--- src/rtl/md_issue_ctrl_pkg.sv ---
// Shared encodings for the E-stage mult/div issue controller:
// MD_* request-op codes, MUDI_* unit op codes and the FSM state encoding.
// Pure declarations; no logic, no latency, no flow control.
package md_issue_ctrl_pkg;

    // E-stage MD request opcodes; the low two bits of the arithmetic ops
    // line up with the MUDI_* codes so the unit op is a direct slice.
    typedef enum logic [2:0] {
        MD_MULT  = 3'd0,
        MD_MULTU = 3'd1,
        MD_DIV   = 3'd2,
        MD_DIVU  = 3'd3,
        MD_MFHI  = 3'd4,
        MD_MFLO  = 3'd5,
        MD_MTHI  = 3'd6,
        MD_MTLO  = 3'd7
    } md_req_op_e;

    typedef enum logic [1:0] {
        MUDI_MULT  = 2'd0,
        MUDI_MULTU = 2'd1,
        MUDI_DIV   = 2'd2,
        MUDI_DIVU  = 2'd3
    } mudi_op_e;

    typedef enum logic {
        ST_IDLE = 1'b0,
        ST_BUSY = 1'b1
    } md_state_e;

    // Ops that are sent to the unit (bit 2 clear).
    function automatic logic md_is_arith(input md_req_op_e op);
        return ~op[2];
    endfunction

    function automatic logic md_is_div(input md_req_op_e op);
        return (op == MD_DIV) || (op == MD_DIVU);
    endfunction

endpackage

--- src/rtl/md_issue_ctrl.sv ---
// Issue/stall controller in front of the mult/div unit; owns architectural HI/LO.
// Latency: md_start/md_op/md_a/md_b/stall/rd_data combinational; HI/LO/state update at the edge.
// Backpressure: stall=1 for any MD request while the unit is busy; unrelated instructions flow.
//
// Ports:
//   clk, rst                  clock, synchronous active-high reset
//   req_valid, req_op         E-stage MD request and its MD_* opcode
//   rs_val, rt_val            forwarded operands
//   md_busy, md_hi, md_lo     status and result from the unit
//   md_start, md_op, md_a/b   issue pulse, MUDI_* op and operands to the unit
//   stall                     freeze F/D/E, bubble into M
//   rd_data                   MFHI/MFLO result, 0 when no MF op is active
//   md_err                    sticky flag: unit Busy did not match the expected latency
//
// Build option: MD_DIV0_BYPASS_EN -- DIV/DIVU with rt_val==0 is dropped instead of issued.
module md_issue_ctrl
    import md_issue_ctrl_pkg::*;
#(
    parameter int WIDTH    = 32,
    parameter int MULT_LAT = 5,
    parameter int DIV_LAT  = 10
) (
    input  logic             clk,
    input  logic             rst,
    input  logic             req_valid,
    input  logic [2:0]       req_op,
    input  logic [WIDTH-1:0] rs_val,
    input  logic [WIDTH-1:0] rt_val,
    input  logic             md_busy,
    input  logic [WIDTH-1:0] md_hi,
    input  logic [WIDTH-1:0] md_lo,
    output logic             md_start,
    output logic [1:0]       md_op,
    output logic [WIDTH-1:0] md_a,
    output logic [WIDTH-1:0] md_b,
    output logic             stall,
    output logic [WIDTH-1:0] rd_data,
    output logic             md_err
);

    localparam int MAX_LAT = (MULT_LAT > DIV_LAT) ? MULT_LAT : DIV_LAT;
    localparam int CW      = $clog2(MAX_LAT + 1);

    md_state_e        state_q;
    logic [WIDTH-1:0] hi_q, lo_q;
    logic [CW-1:0]    lat_q, lat_d;
    logic             err_q;

    md_req_op_e op;
    logic       idle;
    logic       div0_skip;
    logic       issue;

    assign op   = md_req_op_e'(req_op);
    assign idle = (state_q == ST_IDLE);

`ifdef MD_DIV0_BYPASS_EN
    assign div0_skip = md_is_div(op) && (rt_val == '0);
`else
    assign div0_skip = 1'b0;
`endif

    assign issue = ~rst && idle && req_valid && md_is_arith(op) && ~div0_skip;

    // Unit-facing outputs are held at zero unless a start is actually pulsed.
    assign md_start = issue;
    assign md_op    = issue ? req_op[1:0] : 2'b00;
    assign md_a     = issue ? rs_val : '0;
    assign md_b     = issue ? rt_val : '0;

    // Any MD request while BUSY is frozen in E, including in the completion
    // cycle; it is replayed in IDLE once HI/LO hold the unit result.
    assign stall = ~rst && ~idle && req_valid;

    always_comb begin
        rd_data = '0;
        if (~rst && idle && req_valid) begin
            if (op == MD_MFHI) rd_data = hi_q;
            if (op == MD_MFLO) rd_data = lo_q;
        end
    end

    assign md_err = err_q;

    // Latency counter: load on issue, count down per BUSY cycle, stick at 0.
    always_comb begin
        lat_d = (lat_q == '0) ? '0 : lat_q - CW'(1);
        if (issue) lat_d = md_is_div(op) ? CW'(DIV_LAT) : CW'(MULT_LAT);
    end

    always_ff @(posedge clk) begin
        if (rst) begin
            state_q <= ST_IDLE;
            hi_q    <= '0;
            lo_q    <= '0;
            lat_q   <= '0;
            err_q   <= 1'b0;
        end else if (idle) begin
            // md_busy is not trusted here: the unit does not clear Busy on reset.
            if (issue) begin
                state_q <= ST_BUSY;
                lat_q   <= lat_d;
            end else if (req_valid && op == MD_MTHI) begin
                hi_q <= rs_val;
            end else if (req_valid && op == MD_MTLO) begin
                lo_q <= rs_val;
            end
        end else begin
            lat_q <= lat_d;
            // Busy drops one cycle after its last high cycle, by which point the
            // counter has already stepped from 1 to 0, so a correct completion
            // is seen here with lat_q==0; busy still high at lat_q==0 is overrun.
            if ((~md_busy && lat_q != '0) || (md_busy && lat_q == '0))
                err_q <= 1'b1;
            if (~md_busy) begin
                hi_q    <= md_hi;
                lo_q    <= md_lo;
                state_q <= ST_IDLE;
            end
        end
    end

endmodule

--- config.mk ---
export PLATFORM = sky130hd
export DESIGN_NAME = md_issue_ctrl
export DESIGN_NICKNAME = d
export VERILOG_FILES = /design/src/rtl/md_issue_ctrl_pkg.sv /design/src/rtl/md_issue_ctrl.sv
export SDC_FILE = /design/constraint.sdc
export NUM_CORES = 1
export LEC_CHECK = 0
export CAP_MARGIN = 20
export CORE_MARGIN = 2
export CORE_UTILIZATION = 41
export DETAILED_ROUTE_END_ITERATION = 6
export GPL_TIMING_DRIVEN = 0
export PLACE_DENSITY = 0.82
export SYNTH_ARGS = -nofsm -noshare
export SYNTH_HDL_FRONTEND = slang
export SYNTH_SLANG_ARGS = --single-unit
export TNS_END_PERCENT = 10
--- constraint.sdc ---
create_clock -name clk -period 2.3 [get_ports clk]
set_input_delay 0.345 -clock clk [delete_from_list [all_inputs] [get_ports clk]]
set_output_delay 0.345 -clock clk [all_outputs]
set_load 0.02 [all_outputs]
==> impl_summary.md <==
Drt
The first routing iteration left 229 violations. After detailed routing, the number of remaining DRC violations is 0. For this block, the routed nets add up to 16300 um of wire. The routed via count is 4796. Dividing the detail-routed via count by the number of cells gives 5.15. Wire segments on met2 add up to 8290 um in the final route.

The residual antenna-violating net count after detailed routing is 0. The total met3 wirelength after detailed routing is 990 um. Dividing the detail-routed wire length by the instance count gives 17.5 um. The count of TritonRoute iterations in the first routing pass is 5. In the final routing, the length of wire on met1 measures 6730 um. The highest layer touched by signal routing is met4.

Yosys
Yosys mapped a number of flops with a built-in enable equal to 0. The share of synthesized area occupied by flip-flops and latches is 29.7%. The mean instance size in the synthesized netlist is 8.82 um^2. The register bit total from synthesis is 70. For this run, the leading register cell type out of synthesis is sky130_fd_sc_hd__dfxtp_1. The cell count after synthesis came out at 535.

The synthesized net count is 670. The count of different cell masters after synthesis is 40. The number of warnings printed during yosys synthesis is 0. The share of flip-flops with an asynchronous set or reset is 0%. After synthesis the cells add up to 0.00472 mm^2.

Layout
After the last flow step, the layout net total stands at 918. From synthesis to final layout, the design area changed by 63.6%. In the final layout, the share of cells above drive strength 1 is 30.2%. The repair_antennas step left the layout with diodes totalling 0. Leaving out fill and tap cells, the most frequent cell in the layout is sky130_fd_sc_hd__clkdlybuf4s50_1. With fillers left out, the area of the finished cells amounts to 0.00772 mm^2. The top cell types in the final layout, fill and taps aside, are 130 x sky130_fd_sc_hd__clkdlybuf4s50_1, 69 x sky130_fd_sc_hd__dfxtp_1, 67 x sky130_fd_sc_hd__nand2_1, 65 x sky130_fd_sc_hd__nor2_1, 64 x sky130_fd_sc_hd__mux2i_1.

Placed design
The total cell area at the placement stage is 0.00724 mm^2. The half-perimeter wire length of the detailed placement result is 12100 um. Buffers placed on the I/O ports in this run total 234. Routability-driven placement finished with a final weighted congestion of 0.872.

Global route
The number of global-route vias before repair is 4942. The largest net degree at the start of global routing is 13. The number of antenna violations at the first check in global routing came to 0. The first global-routing pass estimated 25400 um of wire. The overall routing resource usage is 25.3%. For this run the aggregate overflow at the end of global routing stands at 0.

Flow run
The number of violations of the max-capacitance limit is 0.

Timing
The final-report hold violation count is 0. On the final layout, the worst clock skew is 0.00461 ns. The ratio of final minimum period to clock period is 101%. The routed design could run at a clock period as short as 2.32 ns.

Measured against its own limit, the worst slew margin works out to 56.7%. The number of pins exceeding their max-slew limit in the final report is 0. Setup repair after global routing could not meet its margin everywhere. In the post-route analysis, the smallest setup slack over all paths is -0.0183 ns. The final number of setup-violating endpoints is 9. The worst hold slack after final layout is 0.461 ns. The maximum achievable frequency is 431 MHz. The measured slew at the worst slew-check pin is 0.650 ns.

Worst setup path
The arrival time at the worst endpoint is 1.97 ns. The maximum net fanout on the critical path is 10. The slowest cell on the critical path is sky130_fd_sc_hd__or4b_4. The most numerous cell on the critical path is sky130_fd_sc_hd__buf_6.

The kind of capture point of the worst setup path is an output port. The critical path class is flop to output port. The highest cell delay on the worst timing path is 0.58 ns. The required time reported for the critical path endpoint is 1.96 ns. The worst setup path is launched from a flop. Traced cell by cell, the critical path runs through buf_6 -> or4b_4 -> inv_8 -> buf_12 -> clkbuf_16 -> and2_1 -> buf_6.

Floorplan
After floorplanning, the core was sized to cover 0.0113 mm^2. 236 I/O pins were placed. The vertical die dimension is 111 um. The floorplan has 39 rows. The die footprint is 0.0124 mm^2. For this configuration, the core starts out at a cell density of 41.7%.

In this run the horizontal extent of the chip is 111 um.

Status
The flow ran to the end, but the final reports show violations. The checks that failed: setup timing.

CTS
TritonCTS built the clock tree. The clock insertion delay at the later pin of the skew report is 0.33 ns. The number of sinks driven by the clock tree is 70.

The TritonCTS buffer count is 9. The deepest clock path buffer count is 2. The clock transition at the register clock pins on the worst setup and hold paths after CTS is 0.06 ns. The clock root buffer master is sky130_fd_sc_hd__clkbuf_16. The maximum level of the CTS H-tree is 3.

Pwr
In this run the power density over the cells is 457 mW/mm^2. The maximum VDD drop is 0.406 mV. After layout, the design draws a total of 0.00353 W.

Summed over all cells, the static leakage comes to 3.38 nW.

Hold path
The tightest min-delay check is of the flop to flop type.
==> final timing paths <==
| kind | start | endpoint | slack [ns] | cells past startpoint |
|---|---|---|---|---|
| setup / recovery | state_q | md_a[10] | -0.02 | 7 |
| hold / removal | lo_q[20] | lo_q[20] | 0.46 | 2 |
| setup reg to reg | state_q | hi_q[8] | 0.26 | 6 |
| hold reg to reg | lo_q[20] | lo_q[20] | 0.46 | 2 |
==> timing repair <==
item | in CTS | in global routing
endpoints found under the setup margin | 100 | 70
setup buffers | 1 | 4
pin swaps | 1 | 8
hold buffers | 0 | 0
resized for setup | 405 | 119
==> cell usage after synthesis (all sizes together), types with 2 or more instances <==
master	n	area [um^2]
mux2	64	833
nand2	67	251
a22oi	32	240
nor2	65	244
a21oi	3	15.0
inv	4	15.0
mux2i	64	641
nor2b	32	200
buf	15	153
nand3	2	15.0
o211ai	2	28.8
and2	65	407
clkbuf	32	121
dfxtp	70	1400
nor3b	2	15.0
==> stage by stage <==
step / instances / worst slack [ns] / setup TNS, ns / utilization [%]
floorplan: 535 / 0.243 / 0 / -
global placement: 912 / -0.862 / -73.89 / 63.9
detailed placement: 912 / -0.955 / -79.40 / 63.9
CTS: 928 / -0.181 / -4.07 / 65.5
global route: 931 / -0.0651 / -1.66 / 68.2
finish: 931 / -0.0183 / -0.0502 / 68.2
==> power breakdown <==
group / internal [W] / total, W / switching (W)
Combinational: 0.000478 / 0.000836 / 0.000357
Clock: 0.000865 / 0.00140 / 0.000533
Sequential: 0.00127 / 0.00130 / 0.0000302
Total: 0.00261 / 0.00353 / 0.000921
==> flip-flops by register name, summed over array words and instances, names as in the netlist <==
signal	cells
md_err	1
hi_q	32
state_q	1
lat_q	4
lo_q	32
==> area by class of cell <==
| type | instances | area (um^2) |
|---|---|---|
| clock buffers | 10 | 239 |
| fillers | 943 | 3600 |
| clock inverters | 6 | 61.3 |
| inverters | 4 | 22.5 |
| multi-input cells | 414 | 3100 |
| plain buffers | 45 | 344 |
| repair buffers | 239 | 2370 |
| flip-flops and latches | 70 | 1400 |
| well taps | 143 | 179 |
==> logic make-up after synthesis <==
family	synth area share, %
DFF	29.7
buffers and inverters	6.13
AOI/OAI and AO/OA	7.32
xor gates and xnor gates	0.186
muxes	31.2
and+or+nand+nor	25.4
==> layer usage <==
metal / up-vias / global-route usage (%)
li1: 2304 / -
met1: 2292 / 30.9
met2: 176 / 45.4
met3: 24 / 4.81
met4: 0 / 6.83
met5: - / 0
==> critical path, delay by kind of cell (launching register included) <==
kind                   cells  cell delay [ns]
and+or+nand+nor            2             0.73
buffers and inverters      5             0.59
DFF                        1             0.31
(Power assumes the default switching activity.)
